<file path="config.mk">
export PLATFORM = sky130hd
export DESIGN_NAME = alu_exec_unit_flat
export DESIGN_NICKNAME = d
export VERILOG_FILES = /design/src/rtl/alu_exec_unit_if.sv /design/src/rtl/alu_exec_unit.sv /design/src/flat_wrapper.sv
export SDC_FILE = /design/constraint.sdc
export NUM_CORES = 1
export LEC_CHECK = 0
export ABC_AREA = 1
export CORE_UTILIZATION = 54
export DETAILED_ROUTE_END_ITERATION = 10
export GPL_ROUTABILITY_DRIVEN = 0
export MAX_ROUTING_LAYER = met4
export PLACE_DENSITY = 0.75
export SYNTH_ARGS = -nofsm -noshare
export SYNTH_HDL_FRONTEND = slang
export SYNTH_SLANG_ARGS = --single-unit
</file>
<file path="constraint.sdc">
create_clock -name clk -period 1.8 [get_ports clk]
set_input_delay 0.36 -clock clk [delete_from_list [all_inputs] [get_ports clk]]
set_output_delay 0.36 -clock clk [all_outputs]
set_load 0.05 [all_outputs]
</file>
<file path="src/rtl/alu_exec_unit_if.sv">
// Operand/result handshake bundle between operand fetch, the execute stage and writeback.
// master = upstream/downstream environment, slave = the execute unit.
interface alu_exec_unit_if #(
    parameter int WIDTH = 8
);
    logic             in_valid;
    logic             in_ready;
    logic [2:0]       op;
    logic [WIDTH-1:0] a;
    logic [WIDTH-1:0] b;
    logic             out_valid;
    logic             out_ready;
    logic [WIDTH-1:0] result;
    logic             flag_z;
    logic             flag_n;
    logic             flag_c;
    logic             busy;

    modport master (
        output in_valid, op, a, b, out_ready,
        input  in_ready, out_valid, result, flag_z, flag_n, flag_c, busy
    );

    modport slave (
        input  in_valid, op, a, b, out_ready,
        output in_ready, out_valid, result, flag_z, flag_n, flag_c, busy
    );
endinterface

</file>
<file path="src/rtl/alu_exec_unit.sv">
// Registered execute stage: single-cycle logic/add/sub/pass plus an iterative
// shift-add multiplier, with Z/N/C flags held until writeback consumes them.
module alu_exec_unit #(
    parameter int WIDTH = 8
) (
    input  logic          clk,
    input  logic          rst_n,
    alu_exec_unit_if.slave bus
);
    localparam int CW = $clog2(WIDTH + 1);
    localparam logic [CW-1:0] CNT_INIT = CW'(WIDTH);
    localparam logic [CW-1:0] CNT_ONE  = CW'(1);

    localparam logic [2:0] OP_AND  = 3'b000;
    localparam logic [2:0] OP_OR   = 3'b001;
    localparam logic [2:0] OP_XOR  = 3'b010;
    localparam logic [2:0] OP_NOT  = 3'b011;
    localparam logic [2:0] OP_ADD  = 3'b100;
    localparam logic [2:0] OP_SUB  = 3'b101;
    localparam logic [2:0] OP_MUL  = 3'b110;

    typedef enum logic [1:0] {
        ST_IDLE = 2'd0,
        ST_MUL  = 2'd1,
        ST_DONE = 2'd2
    } state_t;

    state_t             r_state;
    state_t             w_state_next;
    logic [WIDTH-1:0]   r_result;
    logic [WIDTH-1:0]   w_result_next;
    logic               r_flag_z;
    logic               r_flag_n;
    logic               r_flag_c;
    logic               w_flag_c_next;
    logic               w_load;
    logic [2*WIDTH-1:0] r_mcand;
    logic [2*WIDTH-1:0] w_mcand_next;
    logic [2*WIDTH-1:0] r_acc;
    logic [2*WIDTH-1:0] w_acc_next;
    logic [2*WIDTH-1:0] w_acc_sum;
    logic [WIDTH-1:0]   r_mplier;
    logic [WIDTH-1:0]   w_mplier_next;
    logic [CW-1:0]      r_cnt;
    logic [CW-1:0]      w_cnt_next;
    logic               w_accept;
    logic [WIDTH:0]     w_add;
    logic [WIDTH:0]     w_sub;
    logic [WIDTH-1:0]   w_alu_res;
    logic               w_alu_c;

    assign w_accept = bus.in_valid && (r_state == ST_IDLE);

    // Single-cycle datapath; the extra top bit of w_sub is the unsigned borrow.
    always_comb begin
        w_add     = {1'b0, bus.a} + {1'b0, bus.b};
        w_sub     = {1'b0, bus.a} - {1'b0, bus.b};
        w_alu_res = '0;
        w_alu_c   = 1'b0;
        case (bus.op)
            OP_AND: w_alu_res = bus.a & bus.b;
            OP_OR:  w_alu_res = bus.a | bus.b;
            OP_XOR: w_alu_res = bus.a ^ bus.b;
            OP_NOT: w_alu_res = ~bus.a;
            OP_ADD: begin
                w_alu_res = w_add[WIDTH-1:0];
                w_alu_c   = w_add[WIDTH];
            end
            OP_SUB: begin
                w_alu_res = w_sub[WIDTH-1:0];
                w_alu_c   = w_sub[WIDTH];
            end
            OP_MUL: w_alu_res = '0;
            default: w_alu_res = bus.a;
        endcase
    end

    assign w_acc_sum = r_mplier[0] ? (r_acc + r_mcand) : r_acc;

    always_comb begin
        w_state_next  = r_state;
        w_result_next = r_result;
        w_flag_c_next = r_flag_c;
        w_load        = 1'b0;
        w_mcand_next  = r_mcand;
        w_mplier_next = r_mplier;
        w_acc_next    = r_acc;
        w_cnt_next    = r_cnt;
        case (r_state)
            ST_IDLE: begin
                if (w_accept) begin
                    if (bus.op == OP_MUL) begin
                        w_mcand_next  = {{WIDTH{1'b0}}, bus.a};
                        w_mplier_next = bus.b;
                        w_acc_next    = '0;
                        w_cnt_next    = CNT_INIT;
                        w_state_next  = ST_MUL;
                    end else begin
                        w_result_next = w_alu_res;
                        w_flag_c_next = w_alu_c;
                        w_load        = 1'b1;
                        w_state_next  = ST_DONE;
                    end
                end
            end
            ST_MUL: begin
                w_acc_next    = w_acc_sum;
                w_mcand_next  = {r_mcand[2*WIDTH-2:0], 1'b0};
                w_mplier_next = {1'b0, r_mplier[WIDTH-1:1]};
                w_cnt_next    = r_cnt - CNT_ONE;
                // Last partial product is folded in on the same edge that publishes the result.
                if (r_cnt == CNT_ONE) begin
                    w_result_next = w_acc_sum[WIDTH-1:0];
                    w_flag_c_next = |w_acc_sum[2*WIDTH-1:WIDTH];
                    w_load        = 1'b1;
                    w_state_next  = ST_DONE;
                end
            end
            ST_DONE: begin
                if (bus.out_ready) begin
                    w_state_next = ST_IDLE;
                end
            end
            default: w_state_next = ST_IDLE;
        endcase
    end

    always_ff @(posedge clk or negedge rst_n) begin
        if (!rst_n) begin
            r_state  <= ST_IDLE;
            r_result <= '0;
            r_flag_z <= 1'b0;
            r_flag_n <= 1'b0;
            r_flag_c <= 1'b0;
            r_mcand  <= '0;
            r_mplier <= '0;
            r_acc    <= '0;
            r_cnt    <= '0;
        end else begin
            r_state  <= w_state_next;
            r_mcand  <= w_mcand_next;
            r_mplier <= w_mplier_next;
            r_acc    <= w_acc_next;
            r_cnt    <= w_cnt_next;
            if (w_load) begin
                r_result <= w_result_next;
                r_flag_z <= (w_result_next == '0);
                r_flag_n <= w_result_next[WIDTH-1];
                r_flag_c <= w_flag_c_next;
            end
        end
    end

    assign bus.in_ready  = (r_state == ST_IDLE);
    assign bus.out_valid = (r_state == ST_DONE);
    assign bus.busy      = (r_state == ST_MUL);
    assign bus.result    = r_result;
    assign bus.flag_z    = r_flag_z;
    assign bus.flag_n    = r_flag_n;
    assign bus.flag_c    = r_flag_c;
endmodule

</file>
<file path="src/flat_wrapper.sv">
// flat-port wrapper written by rule: the top's interface ports become plain ports
module alu_exec_unit_flat 
#(
    parameter int WIDTH = 8
)
  (clk, rst_n, bus_in_valid, bus_op, bus_a, bus_b, bus_out_ready, bus_in_ready, bus_out_valid, bus_result, bus_flag_z, bus_flag_n, bus_flag_c, bus_busy);
  alu_exec_unit_if #(.WIDTH(WIDTH)) bus_i ();
  input  logic clk;
  input  logic rst_n;
  input wire logic [$bits(bus_i.in_valid)-1:0] bus_in_valid;
  input wire logic [$bits(bus_i.op)-1:0] bus_op;
  input wire logic [$bits(bus_i.a)-1:0] bus_a;
  input wire logic [$bits(bus_i.b)-1:0] bus_b;
  input wire logic [$bits(bus_i.out_ready)-1:0] bus_out_ready;
  output wire logic [$bits(bus_i.in_ready)-1:0] bus_in_ready;
  output wire logic [$bits(bus_i.out_valid)-1:0] bus_out_valid;
  output wire logic [$bits(bus_i.result)-1:0] bus_result;
  output wire logic [$bits(bus_i.flag_z)-1:0] bus_flag_z;
  output wire logic [$bits(bus_i.flag_n)-1:0] bus_flag_n;
  output wire logic [$bits(bus_i.flag_c)-1:0] bus_flag_c;
  output wire logic [$bits(bus_i.busy)-1:0] bus_busy;
  assign bus_i.in_valid = bus_in_valid;
  assign bus_i.op = bus_op;
  assign bus_i.a = bus_a;
  assign bus_i.b = bus_b;
  assign bus_i.out_ready = bus_out_ready;
  assign bus_in_ready = bus_i.in_ready;
  assign bus_out_valid = bus_i.out_valid;
  assign bus_result = bus_i.result;
  assign bus_flag_z = bus_i.flag_z;
  assign bus_flag_n = bus_i.flag_n;
  assign bus_flag_c = bus_i.flag_c;
  assign bus_busy = bus_i.busy;
  alu_exec_unit #(.WIDTH(WIDTH)) u_core (.clk(clk), .rst_n(rst_n), .bus(bus_i));
endmodule
</file>
==> reports/qor.yml, run 1 <==
status: "finished, violations left"
violations: "negative setup slack"
critical_path.startpoint: "u_core.r_mcand[0]"
total_grt_overflow: 0
grt_setup_unrepaired: "yes"
clock_tree.buffer_depth: 2
worst-slew-pin-transition_ns: 0.407
min-delay-path-class: "in -> async"
antenna_found_initial: 0
port-buffer-count: 36
drt_drc_violations_left: 0
worstSkewPairLatency_ns: 0.32
ys.warnings.count: 0
io-pin-count: 37
synth_top_flop_cell: "dfrtp_1"
vias_per_cell: 5.81
worst_setup_hold_path_clk_slew_ns: 0.10
timing.critical_path.slowest_stage_cell: "dfrtp_1"
numCtsBuffers: 5
sequential_cell_area_um2: 1400
dp_worst_setup_slack_ns: -0.844
critical_path.endpoint_type: "flip-flop"
finalWorstSetupSlack_ns: -0.471
grt_start_max_net_pins: 57
netlist.area_leader.share: 0.292
synthMostInstantiatedCell: "nand2_1"
post_synthesis_cell_type_with_the_largest_combined_area: "dfrtp_1"
die_width_um: 96.2
synth.distinct_cells: 41
layout_worst_path_cycle_share: 1.26
crit_path_max_incr_delay_ns: 0.42
finalWirelength_um: 16800
max_slew_margin: 0.728
number_of_filler_instances_in_the_final_layout: 565
cts_htree_levels: 2
floorplan.die.height_um: 96.2
post_synthesis_async_set_or_reset_flop_share: 1.00
detailroute.via_count: 5694
fin_worst_hold_slack_ns: 0.0156
fmax_ghz: 0.440
arrival_ns: 2.50
hold_violations: 0
final_max_slew_viol_count: 0
multi_input_area_um2: 3480
worst-setup-path-type: "reg -> reg"
fp.coreArea_um2: 8680
cp_data_required_time_ns: 2.03
final_core_utilization: 0.811
synth_area_per_cell_um2: 6.73
time_the_worst_path_needs_with_i_o_delays_and_setup_ns: 2.27
ant_nets: 0
syn_to_final_growth_pct: 46.7
cts-root-buf: "clkbuf_8"
tritoncts_num_sinks: 56
worstPathCellList: "ha_2, fa_2, nand3_2, nand3_4, nand2_1, nand3b_1, nand3_1, o21ai_2, nor2_1, nand3_1, nand2_1, nand3_1, nand2_1, inv_1"
drt-wirelength-per-cell_um: 17.1
synthTopCellsByCount: "nand2_1, inv_1, nand3_1"
cts_tree: "yes"
cell_types_with_the_largest_area_share_after_synthesis: "dfrtp_1, nand2_1, ha_1"
floorplan.rows: 34
detailedRoute.firstPassIterationCount: 7
detailed_place_hpwl_um: 11200
global_route.usage.total: 0.356
first_global_vias: 5315
fin_total_pwr_uw: 8630
mappedNetlistNets: 780
netlist_area_um2: 4800
syn-instance-count: 713
synth-edff-count: 0
critical_path.reg2reg.startpoint: "u_core.r_mcand[0]"
power_leakage_uw: 0.00358
cap_viol_max_count: 0
fin_worst_skew_ns: 0.00921
die_area_um2: 9260
nNetsFinal: 939
grt_first_pass_wirelength_um: 24400
diodes: 0
power-per-cell-area_nw_per_um2: 1230
setup_viol: 15
peakVddDrop_mv: 0.650
worst-path-max-fanout: 4
sequential_share_of_the_synthesized_area: 0.292
cts-hold-fix-buffers: 0
drive_gt1_frac: 0.357
ys_seq_elements: 56
initial_utilization: 0.553
setup.worst_path.start_class: "flip-flop"
drtIter0Drc: 437
==> cell type report <==
type	count	area share
clock buffer	6	0.0103
clock inverter	1	0.00125
inverter	125	0.0683
multi-input combinational	514	0.495
sequential	56	0.200
tap	108	0.0192
timing repair buffer	170	0.206
==> stage by stage <==
stage / instances / area, um2 / TNS (ns)
finish: 980 / 7030 / -2.85
global route: 980 / 7030 / -3.94
CTS: 969 / 6720 / -1.20
detailed placement: 956 / 6140 / -14.47
global placement: 956 / 6140 / -11.22
floorplan: 713 / 4820 / -0.137
==> worst max-delay path: cells and delay by family (launching register included) <==
kind	cells	cell delay (ns)
buffers and inverters	1	0.04
DFF	1	0.42
and+or+nand+nor	10	1.03
adders and majority gates	2	0.60
AOI/OAI and AO/OA	1	0.07
==> layer usage <==
metal | track usage | part of all wire | vias to the layer above
met2 | 0.626 | 0.50 | 304
met4 | 0.210 | 0.066 | 0
met1 | 0.382 | 0.38 | 2629
met5 | - | 0 | -
met3 | 0.0458 | 0.053 | 118
li1 | - | - | 2643
==> kinds of logic (layout without fill, tap and decap cells) <==
| logic type | Yosys count | count (layout) | share of synthesized area |
|---|---|---|---|
| AOI/OAI and AO/OA | 125 | 125 | 0.154 |
| xor gates and xnor gates | 5 | 5 | 0.00913 |
| adders and majority gates | 44 | 44 | 0.119 |
| buffers and inverters | 143 | 302 | 0.116 |
| DFF | 56 | 56 | 0.292 |
| and+or+nand+nor | 340 | 340 | 0.309 |
==> worst paths after layout <==
check | slack, ns | to | cells after the start
min reg2reg | 0.51 | u_core.r_mplier[1] | 2
max reg2reg | -0.47 | u_core.bus.flag_c | 14
max | -0.47 | u_core.bus.flag_c | 14
max in group asynchronous | 1.50 | u_core.r_acc[8] | 2
min | 0.02 | u_core.r_mcand[7] | 2
min in group clk | 0.51 | u_core.r_mplier[1] | 2
==> cells in the final DEF, fill, tap and decap left out, types with 11 or more instances in the layout <==
cell / n
o211ai_1: 13
inv_1: 88
o21ai_0: 29
nand3_2: 20
dlygate4sd2_1: 15
ha_1: 18
a21oi_2: 11
o21ai_1: 13
ha_4: 19
nor2_1: 30
nand2_1: 166
buf_4: 132
dfrtp_1: 54
nand3_1: 57
nand2_2: 23
inv_2: 32
o22ai_1: 15
a21oi_1: 23
==> timing repair <==
item | in CTS | in global routing
gates cloned | 1 | 0
setup buffers | 6 | 14
resized for setup | 118 | 67
pin swaps | 37 | 34
endpoints found under the setup margin | 19 | 29
endpoints found under the hold margin | 0 | 0
==> flip-flops by register name, indices dropped and copies added, names as in the netlist <==
| name | cells |
|---|---|
| u_core.bus.flag_z | 1 |
| u_core.r_mcand | 16 |
| u_core.r_cnt | 4 |
| u_core.r_state | 2 |
| u_core.bus.flag_n | 1 |
| u_core.bus.result | 7 |
| u_core.bus.flag_c | 1 |
| u_core.r_mplier | 8 |
| u_core.r_acc | 16 |
==> where the power goes <==
part	internal [uW]	leakage, uW	switching [uW]
logic	2420	0.00280	3330
registers	1730	0.000737	452
clock network	274	0.0000417	421
total	4430	0.00358	4200
(Power assumes the default switching activity.)
==> run 2: changes to the inputs <==
--- a/config.mk
+++ b/config.mk
@@ -6,6 +6,7 @@
 export NUM_CORES = 1
 export LEC_CHECK = 0
 export ABC_AREA = 1
+export CORE_MARGIN = 2
 export CORE_UTILIZATION = 54
 export DETAILED_ROUTE_END_ITERATION = 10
 export GPL_ROUTABILITY_DRIVEN = 0
==> reports/qor.yml, run 2 (synthesis gave the netlist of run 1 again) <==
reg2reg_setup_slack_ns: -0.44
fp.coreArea_um2: 8680
grt_first_pass_wirelength_um: 27300
fin_worst_skew_ns: 0.00899
cp_data_required_time_ns: 2.01
numCtsBuffers: 5
crit_path_max_incr_delay_ns: 0.43
vias_per_cell: 6.05
detailroute.via_count: 6133
number_of_filler_instances_in_the_final_layout: 447
drive_gt1_frac: 0.428
timing.critical_path.slowest_stage_cell: "dfrtp_1"
ant_nets: 0
critical_path.endpoint_type: "flip-flop"
fmax_ghz: 0.445
cts_tree: "yes"
drtIter0Drc: 432
worstPathCellList: "ha_4, fa_2, nand3_4, nand3_4, nand2_4, nand2_4, nand3_4, a21oi_2, nor2_2, nor2_1, nor2_1, nand3_1, nand2_1, inv_1"
diodes: 0
max_slew_margin: 0.576
detailed_place_hpwl_um: 11600
syn_to_final_growth_pct: 57.7
peakVddDrop_mv: 0.749
worst-path-max-fanout: 4
worstSkewPairLatency_ns: 0.31
floorplan.die.height_um: 98.2
first_global_vias: 5783
power-per-cell-area_nw_per_um2: 1300
cts_htree_levels: 2
cts-hold-fix-buffers: 0
layout_commonest_cell: "buf_4"
placed_cell_area_um2: 6250
total_grt_overflow: 0
dp_worst_setup_slack_ns: -0.788
time_the_worst_path_needs_with_i_o_delays_and_setup_ns: 2.24
global_route.usage.total: 0.358
setup.worst_path.start_class: "flip-flop"
worst-slew-pin-transition_ns: 0.636
arrival_ns: 2.46
worst_r2r_path_depth: 14
initial_utilization: 0.553
clock_tree.buffer_depth: 2
finalWirelength_um: 19400
worst-setup-path-type: "reg -> reg"
min-delay-path-class: "in -> async"
nNetsFinal: 973
power_leakage_uw: 0.00384
top_flop_regs: "u_core.r_acc: 16 flops, u_core.r_mcand: 16 flops, u_core.r_mplier: 8 flops"
port-buffer-count: 36
mostFrequentLayoutCells: "buf_4, nand2_1, inv_1"
cap_viol_max_count: 0
cts-root-buf: "clkbuf_8"
setup_viol: 20
finalWorstSetupSlack_ns: -0.445
detailedRoute.firstPassIterationCount: 6
die_area_um2: 9650
antenna_found_initial: 0
io-pin-count: 37
tritoncts_num_sinks: 56
grt_start_max_net_pins: 34
die_width_um: 98.2
worst_setup_hold_path_clk_slew_ns: 0.10
critical_path.reg2reg.startpoint: "u_core.r_acc[0]"
final_max_slew_viol_count: 0
layout_worst_path_cycle_share: 1.25
drt-wirelength-per-cell_um: 19.1
worstReg2RegEnd: "u_core.bus.flag_c"
final_cell_area_um2: 7560
path_common_cell: "nand3_4"
fin_worst_hold_slack_ns: 0.0478
violations: "negative setup slack"
status: "finished, violations left"
drt_drc_violations_left: 0
floorplan.rows: 34
hold_violations: 0
grt_setup_unrepaired: "yes"
## run 2: cell count changes in the layout (fill, tap and decap cells not counted), moves of 8 or more
cell | previous run | this run
nand3_2 | 20 | 31
nand2_2 | 23 | 33
nand2_1 | 166 | 155
nand3_1 | 57 | 45
inv_1 | 88 | 79
buf_4 | 132 | 163
inv_2 | 32 | 40
## run 2: what timing repair did
item	in CTS	in global routing
gates cloned	1	0
endpoints found under the setup margin	21	34
setup buffers	14	25
endpoints found under the hold margin	0	0
resized for setup	117	123
pin swaps	40	56
## run 2: worst max-delay path, delay by kind of cell (launching register included)
kind,cells,cell delay [ns]
AND/OR/NAND/NOR,10,1.00
adder cells (fa/ha/maj),2,0.61
flip-flops,1,0.43
AO/OA/AOI/OAI,1,0.08
buffers and inverters,1,0.05
## run 2: worst max path at each step
stage / startpoint / cells after the start / end
global route: u_core.r_acc[0] / 14 / u_core.bus.flag_c
detailed placement: bus_a[2] / 15 / u_core.bus.flag_z
floorplan: u_core.r_mcand[0] / 14 / u_core.bus.flag_c
CTS: u_core.r_acc[0] / 14 / u_core.bus.flag_c
finish: u_core.r_acc[0] / 14 / u_core.bus.flag_c
global placement: bus_b[0] / 17 / u_core.bus.flag_z
## run 2: stage by stage
stage	power [uW]	utilization	cells	setup TNS, ns
6_report	9810	0.871	1014	-3.56
4_1_cts	8300	0.800	991	-1.62
2_1_floorplan	4720	-	713	-0.137
3_5_place_dp	6550	0.720	969	-14.46
3_3_place_gp	6400	0.720	969	-11.51
5_1_grt	10200	0.871	1014	-4.66
## run 2: cell type report
type	count	area, um2	share of cell area
sequential	56	1400	0.186
tap	108	135	0.0179
inverter	125	485	0.0642
clock buffer	5	68.8	0.00910
multi-input combinational	514	3670	0.485
clock inverter	2	60.1	0.00794
timing repair buffer	204	1740	0.231
## run 2: report_power, final
group          internal (uW)  switching, uW  leakage (uW)
logic                   2880           3750       0.00303
clock network            548            422     0.0000642
registers               1730            487      0.000739
## run 2: layer usage
metal  vias to the layer above  part of all wire  global-route usage
li1                       2718                 -                   -
met3                       134             0.059              0.0279
met1                      2886              0.35               0.392
met4                         0             0.068               0.176
met2                       395              0.52               0.652
met5                         -                 0                   -
==> run 3: changes to the inputs <==
--- a/config.mk
+++ b/config.mk
@@ -6,7 +6,7 @@
 export NUM_CORES = 1
 export LEC_CHECK = 0
 export ABC_AREA = 1
-export CORE_MARGIN = 2
+export CORE_MARGIN = 5
 export CORE_UTILIZATION = 54
 export DETAILED_ROUTE_END_ITERATION = 10
 export GPL_ROUTABILITY_DRIVEN = 0
==> constraint.sdc (replaced) <==
create_clock -name clk -period 1.8 [get_ports clk]
set_input_delay 0.36 -clock clk [delete_from_list [all_inputs] [get_ports clk]]
set_output_delay 0.36 -clock clk [all_outputs]
set_load 0.1 [all_outputs]
==> reports/qor.yml, run 3 (synthesis gave the netlist of run 1 again) <==
critical_path.endpoint_type: "flip-flop"
cts_tree: "yes"
clock_tree.buffer_depth: 2
number_of_filler_instances_in_the_final_layout: 504
floorplan.rows: 34
max_slew_margin: 0.707
worst_r2r_path_depth: 14
final_max_slew_viol_count: 0
critical_path.reg2reg.startpoint: "u_core.r_acc[0]"
fp.coreArea_um2: 8680
layout_commonest_cell: "nand2_1"
peakVddDrop_mv: 0.806
power-per-cell-area_nw_per_um2: 1330
diodes: 0
drt_drc_violations_left: 0
final_cells: 983
syn_to_final_growth_pct: 52.3
violations: "negative setup slack"
initial_utilization: 0.553
worst_setup_hold_path_clk_slew_ns: 0.11
first_global_vias: 5773
global_route.usage.total: 0.307
min-delay-path-class: "reg -> reg"
die_area_um2: 10900
nNetsFinal: 941
dp_worst_setup_slack_ns: -0.845
antenna_found_initial: 0
reg2reg_setup_slack_ns: -0.54
hold_violations: 0
detailed_place_hpwl_um: 11500
setup_viol: 19
total_grt_overflow: 0
detailedRoute.firstPassIterationCount: 6
arrival_ns: 2.57
drt-wirelength-per-cell_um: 18.3
worst-slew-pin-transition_ns: 0.434
min-delay-start: "u_core.r_mplier[1]"
floorplan.die.height_um: 104
fin_worst_skew_ns: 0.0144
grt_setup_unrepaired: "yes"
grt_start_max_net_pins: 29
ant_nets: 0
worstSkewPairLatency_ns: 0.32
die_width_um: 104
min_path_cells: 2
fmax_ghz: 0.428
port-buffer-count: 36
cp_data_required_time_ns: 2.03
drtIter0Drc: 519
cap_viol_max_count: 0
top_flop_regs: "u_core.r_acc: 16 flops, u_core.r_mcand: 16 flops, u_core.r_mplier: 8 flops"
time_the_worst_path_needs_with_i_o_delays_and_setup_ns: 2.34
cts-root-buf: "clkbuf_8"
numPlacedInstances: 951
setup.worst_path.start_class: "flip-flop"
io-pin-count: 37
worst-path-max-fanout: 4
finalWirelength_um: 17900
vias_per_cell: 5.94
cts_htree_levels: 2
mostFrequentLayoutCells: "nand2_1, buf_4, inv_1"
detailroute.via_count: 5835
status: "finished, violations left"
numCtsBuffers: 5
finalWorstSetupSlack_ns: -0.537
grt_first_pass_wirelength_um: 27200
power_leakage_uw: 0.00366
worstReg2RegEnd: "u_core.bus.flag_c"
tritoncts_num_sinks: 56
layout_worst_path_cycle_share: 1.30
whs_endpoint: "u_core.r_mplier[0]"
drive_gt1_frac: 0.385
worst-setup-path-type: "reg -> reg"
final_core_utilization: 0.842
-- run 3: changes by cell type in the layout (fill, tap and decap cells not counted), sizes merged --
cell           previous run  this run
buf                     182       149
bufinv                    2         0
clkbuf                    5         6
clkdlybuf4s50             3         2
clkinv                    1         3
clkinvlp                  0         1
dlygate4sd2              11        14
dlygate4sd3               0         1
dlymetal6s2s              7         4
-- run 3: how the worst max path moves through the flow --
stage / slack (ns) / cells after the start / end / start
2_1_floorplan: -0.07 / 14 / u_core.bus.flag_c / u_core.r_mcand[0]
5_1_grt: -0.56 / 14 / u_core.bus.flag_c / u_core.r_mcand[0]
3_3_place_gp: -0.78 / 14 / u_core.bus.flag_z / bus_b[0]
4_1_cts: -0.27 / 14 / u_core.bus.flag_z / u_core.r_acc[0]
3_5_place_dp: -0.85 / 14 / u_core.bus.flag_z / bus_b[0]
6_report: -0.54 / 14 / u_core.bus.flag_c / u_core.r_acc[0]
-- run 3: critical path: stages, from the launching register on --
cell and delay [ns]:
dfrtp_1 0.44, ha_4 0.18, fa_2 0.39, nand3_2 0.12
nand3_4 0.13, nand2_2 0.11, nand3b_1 0.13, nand3_2 0.11
o21ai_2 0.08, nor2_1 0.16, nand3_1 0.10, nand2_1 0.08
nand3_1 0.08, nand2_1 0.08, inv_1 0.04
-- run 3: power breakdown --
group          switching, uW  internal (uW)  total [uW]
clock network            457            278         735
logic                   3980           2790        6770
registers                515           1720        2240
-- run 3: metrics by stage --
stage / setup TNS [ns] / instance area [um2] / hold slack [ns] / total power (uW)
2_1_floorplan: -0.134 / 4820 / 0.0644 / 5230
3_3_place_gp: -10.58 / 6240 / 0.324 / 7150
5_1_grt: -4.95 / 7300 / 0.540 / 10200
3_5_place_dp: -12.95 / 6240 / 0.330 / 7310
6_report: -3.60 / 7300 / 0.508 / 9750
4_1_cts: -1.36 / 6890 / 0.513 / 8750
-- run 3: layer usage --
layer  vias to the layer above  GRT usage  part of all wire
met3                       124     0.0354             0.063
met4                         0      0.154             0.069
met1                      2719      0.329              0.36
met5                         -          -                 0
met2                       347      0.556              0.51
li1                       2645          -                 -
-- run 3: area by class of cell --
class	count	area (um2)	share of cell area
clock buffer	5	68.8	0.00942
clock inverter	3	21.3	0.00291
inverter	125	488	0.0668
multi-input combinational	514	3590	0.492
sequential	56	1400	0.192
tap	108	135	0.0185
timing repair buffer	172	1600	0.218
-- run 3: timing repair --
item / in CTS / in global routing
buffers inserted: 11 / 15
gates resized for setup: 123 / 92
pin swaps: 32 / 60
endpoints found under the setup margin: 20 / 26
hold endpoints to repair: 17 / 0
cloned: 1 / 0
hold buffers: 1 / 0
==> RTL edit 1 (settings of run 2) <==
`WIDTH` is set to 8 in 3 places; all go to 32.
--- a/src/rtl/alu_exec_unit_if.sv
+++ b/src/rtl/alu_exec_unit_if.sv
@@ -3,3 +3,3 @@
 interface alu_exec_unit_if #(
-    parameter int WIDTH = 8
+    parameter int WIDTH = 32
 );
--- a/src/rtl/alu_exec_unit.sv
+++ b/src/rtl/alu_exec_unit.sv
@@ -3,3 +3,3 @@
 module alu_exec_unit #(
-    parameter int WIDTH = 8
+    parameter int WIDTH = 32
 ) (
--- a/src/flat_wrapper.sv
+++ b/src/flat_wrapper.sv
@@ -3,3 +3,3 @@
 #(
-    parameter int WIDTH = 8
+    parameter int WIDTH = 32
 )
Ports: changed (resized bus_a, bus_b and bus_result); port bits go from 37 to 109. The function was not compared with the original's and may differ.
==> RTL edit 1 against run 2 <==
The run now fails in global routing (5_1_grt). Synthesized area grew to 4.6 times the old value.
==> RTL edit 1: results (changes against run 2) <==
Yosys
  • Netlist cell types: 53 (was 41)
  • Ranking of synthesized cells by area: sky130_fd_sc_hd__dfrtp_1, sky130_fd_sc_hd__nand2_1, sky130_fd_sc_hd__inv_1, sky130_fd_sc_hd__ha_1, sky130_fd_sc_hd__nand3_1 (was sky130_fd_sc_hd__dfrtp_1, sky130_fd_sc_hd__nand2_1, sky130_fd_sc_hd__ha_1, sky130_fd_sc_hd__inv_1, sky130_fd_sc_hd__nand3_1)
  • Part of the Yosys area used for sequential elements: 0.2305 (was 0.2922)
  • Number of cells produced by synthesis: 3685 (was 713)
  • Area fraction of the dominant cell type after synthesis: 0.2305 (was 0.2922)
  • Top post-synthesis cells by count: sky130_fd_sc_hd__nand2_1, sky130_fd_sc_hd__inv_1, sky130_fd_sc_hd__nand3_1 (unchanged)
  • Most common flop cell mapped by yosys: sky130_fd_sc_hd__dfrtp_1 (unchanged)
  • Most frequently used cell type in the post-synthesis netlist: sky130_fd_sc_hd__nand2_1 (unchanged)
  • Async S/R FF share, synth: 1.000 (unchanged)
  • Number of synthesis warnings: 0 (unchanged)
  • #FFs+latches synth: 202 (was 56)
  • Net Count, Synth: 3929 (was 780)

CTS
  • Number of buffers inserted by hold repair at cts: 1 (was 0)
  • CTS resizes: 439 (was 117)
  • Setup Buffers After CTS: 58 (was 14)
  • Number of buffers created by CTS: 25 (was 5)
  • Buffer depth of the longest clock path: 3 (was 2)
  • Max H-tree Level: 1 (was 2)
  • CTS root buf: sky130_fd_sc_hd__clkbuf_16 (was sky130_fd_sc_hd__clkbuf_8)

Global routing
  • Routing usage on met2: 1.014
  • Global route overflow: roughly 820
  • Maximum number of pins on one net before global-route repair: between 60 and 70
  • Met1 capacity usage during global routing: 0.8693
  • Met3 Track Usage GR: 0.7887
  • Global routing usage summed across all routing layers: 0.8981

Placement
  • Half-perimeter wire length of the detailed placement result: 74790 um (was 11560 um)
  • Post-placement worst setup slack: -1.689 ns (was -0.7876 ns)
  • # port buffers: 108 (was 36)
  • Area after detailed placement: 0.03051 mm2 (was 0.006250 mm2)
  • Placed Cells: 4962 (was 969)

Timing
  • WEP type: register data pin
  • Worst-slack endpoint at the end of global-route timing repair: u_core.bus.flag_c$_DFFE_PN0P_/D

Status
  • Run status: aborted with a tool error (was complete, but fails checks)
  • Error message: [ERROR GRT-0232] Routing congestion too high. Check the congestion heatmap in the GUI.
  • Failing step: global routing (5_1_grt)

Die
  • Die Width: 205.5 um (was 98.24 um)
## RTL edit 1: cell count changes after synthesis, moves of 32 or more
cell	change
sky130_fd_sc_hd__a21oi_1	+146
sky130_fd_sc_hd__clkbuf_1	+42
sky130_fd_sc_hd__dfrtp_1	+146
sky130_fd_sc_hd__ha_1	+129
sky130_fd_sc_hd__inv_1	+617
sky130_fd_sc_hd__nand2_1	+938
sky130_fd_sc_hd__nand3_1	+214
sky130_fd_sc_hd__nand4_1	+32
sky130_fd_sc_hd__nor2_1	+213
sky130_fd_sc_hd__nor3_1	+35
sky130_fd_sc_hd__o21ai_0	+156
sky130_fd_sc_hd__o22ai_1	+82
## RTL edit 1: logic make-up after synthesis
group	Yosys count	synth area share
buffers and inverters	855	0.1540
DFF	202	0.2305
AOI/OAI and AO/OA	598	0.1567
adders and majority gates	173	0.09971
and+or+nand+nor	1843	0.3536
xor gates and xnor gates	14	0.005591
==> RTL edit 2 (config.mk and constraints of run 2) <==
Made on the original files. Make the reset (`rst_n`) synchronous in one clocked block.
--- a/src/rtl/alu_exec_unit.sv
+++ b/src/rtl/alu_exec_unit.sv
@@ -127,3 +127,3 @@
 
-    always_ff @(posedge clk or negedge rst_n) begin
+    always_ff @(posedge clk) begin
         if (!rst_n) begin
Formal check against the unedited RTL: differs if rst_n is asserted again (counterexample within 4 cycles, from zero or initial values and one cycle with rst_n low); with rst_n held inactive, the same outputs for 4 cycles.
==> RTL edit 2 against run 2 <==
The run still ends with setup timing left. Routed wire length decreased by 19%. Sequential share of layout area decreased by 1.8 points. Sequential cell count unchanged. Die area decreased by 2.8%. Worst setup slack improved by 0.18 ns. Synthesized area decreased by 3.0%. Final area decreased by 10%. Clock skew increased by 0.0043 ns. Critical path type unchanged.
Power is not compared: it rests on default switching activity, and its combinational part moved more than twofold at a synthesized area within 25%.
==> RTL edit 2: results (changes against run 2) <==
Status
  • Run status: complete, but fails checks (unchanged)
  • Failing checks: setup timing (unchanged)

Setup path
  • Max stage delay cell, worst path: sky130_fd_sc_hd__fa_2 (was sky130_fd_sc_hd__dfrtp_1)
  • Highest net fanout along the worst path: 3 (was 4)
  • Reg-to-reg critical path endpoint: u_core.bus.flag_z (was u_core.bus.flag_c)
  • Largest stage delay, worst path: 0.40 ns (was 0.43 ns)
  • CP Launch Point: u_core.r_acc[0] (unchanged)

Yosys
  • Fraction of synthesized cell area in xor and xnor cells: 0.005647 (was 0.009131)
  • Ranking of synthesized cells by area: sky130_fd_sc_hd__dfxtp_1, sky130_fd_sc_hd__nand2_1, sky130_fd_sc_hd__ha_1, sky130_fd_sc_hd__nand3_1, sky130_fd_sc_hd__inv_1 (was sky130_fd_sc_hd__dfrtp_1, sky130_fd_sc_hd__nand2_1, sky130_fd_sc_hd__ha_1, sky130_fd_sc_hd__inv_1, sky130_fd_sc_hd__nand3_1)
  • Netlist cell types: 35 (was 41)
  • Adder and majority gate portion of the synthesized area: 0.1258 (was 0.1195)
  • Async S/R FF share, synth: 0 (was 1.000)
  • Compound-gate portion of the synthesized area: 0.1463 (was 0.1539)
  • Top post-synthesis cells by count: sky130_fd_sc_hd__nand2_1, sky130_fd_sc_hd__inv_1, sky130_fd_sc_hd__nand3_1 (unchanged)
  • Net Count, Synth: 833 (was 780)
  • Avg Synthesized Cell Area: 6.083 um2 (was 6.726 um2)

Placement
  • Area after detailed placement: 0.006146 mm2 (was 0.006250 mm2)
  • Post-placement worst setup slack: -0.9371 ns (was -0.7876 ns)
  • Placed Cells: 1014 (was 969)
  • Half-perimeter wire length of the detailed placement result: 11280 um (was 11560 um)

Global routing
  • Global routing usage summed across all routing layers: 0.3251 (was 0.3579)
  • Maximum number of pins on one net before global-route repair: 37 (was 34)
  • Number of global-route vias before repair: 5584 (was 5783)
  • First-pass GRT wire length: 25360 um (was 27340 um)
  • Routing usage on met2: 0.5363 (was 0.6517)

Cells and area
  • Area taken by multi-input logic gates: 0.003596 mm2 (was 0.003666 mm2)
  • Count of nets after finishing: 993 (was 973)
  • Fill count: 544 (was 447)
  • Share of cells above drive strength 1: 0.3524 (was 0.4283)

CTS
  • Setup Buffers After CTS: 3 (was 14)

Timing
  • Count of endpoints failing setup in the final report: 10 (was 20)
  • Pin slew with the least headroom to its limit: 0.3126 ns (was 0.6356 ns)
  • Final critical-path setup slack: -0.2625 ns (was -0.4447 ns)
  • Total negative setup slack: -1.045 ns (was -3.562 ns)

Hold path
  • Class of the worst hold path: in2reg (was in2async)

Route
  • Met1 wire length: 6477 um (was 6884 um)
  • Met3 wirelength from detailed routing: 1351 um (was 1154 um)
  • Average detailed-routed wire length per instance: 15.23 um (was 19.14 um)
-- RTL edit 2: cell types whose count changed after synthesis, sizes merged, moves of 7 or more --
cell	change
o22ai	-9
o211ai	-12
dfrtp	-56
nand2	+51
or2	+7
o21ai	-13
nor2	+12
a21oi	+27
dfxtp	+56
clkbuf	+7
inv	-17
nand3	-9
a31oi	+15
-- RTL edit 2: how the worst min path moves through the flow --
stage | from | end | cells after the start | slack [ns]
after global routing | bus_a[0] | u_core.r_mcand[0] | 3 | 0.38
after floorplan | u_core.r_mplier[7] | u_core.r_mplier[7] | 2 | 0.45
after detailed placement | u_core.r_mplier[7] | u_core.r_mplier[7] | 2 | 0.48
final | bus_a[0] | u_core.r_mcand[0] | 3 | 0.36
after CTS | bus_a[0] | u_core.r_mcand[0] | 3 | 0.36
after global placement | u_core.r_mplier[7] | u_core.r_mplier[7] | 2 | 0.46
-- RTL edit 2: power breakdown --
| group | switching (W) | internal (W) | total (W) |
|---|---|---|---|
| clock network | 0.000428 | 0.000274 | 0.000703 |
| logic | 0.000718 | 0.000548 | 0.00127 |
| registers | 0.0000426 | 0.00129 | 0.00133 |
| total | 0.00119 | 0.00211 | 0.00330 |
-- RTL edit 2: cell type report --
type,count,area share
clock buffers,6,0.01067
clock inverters,1,0.001287
inverters,106,0.06070
multi-input cells,581,0.5286
flip-flops and latches,56,0.1674
well taps,105,0.01931
repair buffers,175,0.2121
-- RTL edit 2: through the flow --
stage	hold slack, ns	power (W)
global route	0.3764	0.003452
floorplan	0.4454	0.001928
detailed placement	0.4801	0.002446
global placement	0.4566	0.002409
CTS	0.3645	0.003192
finish	0.3649	0.003301
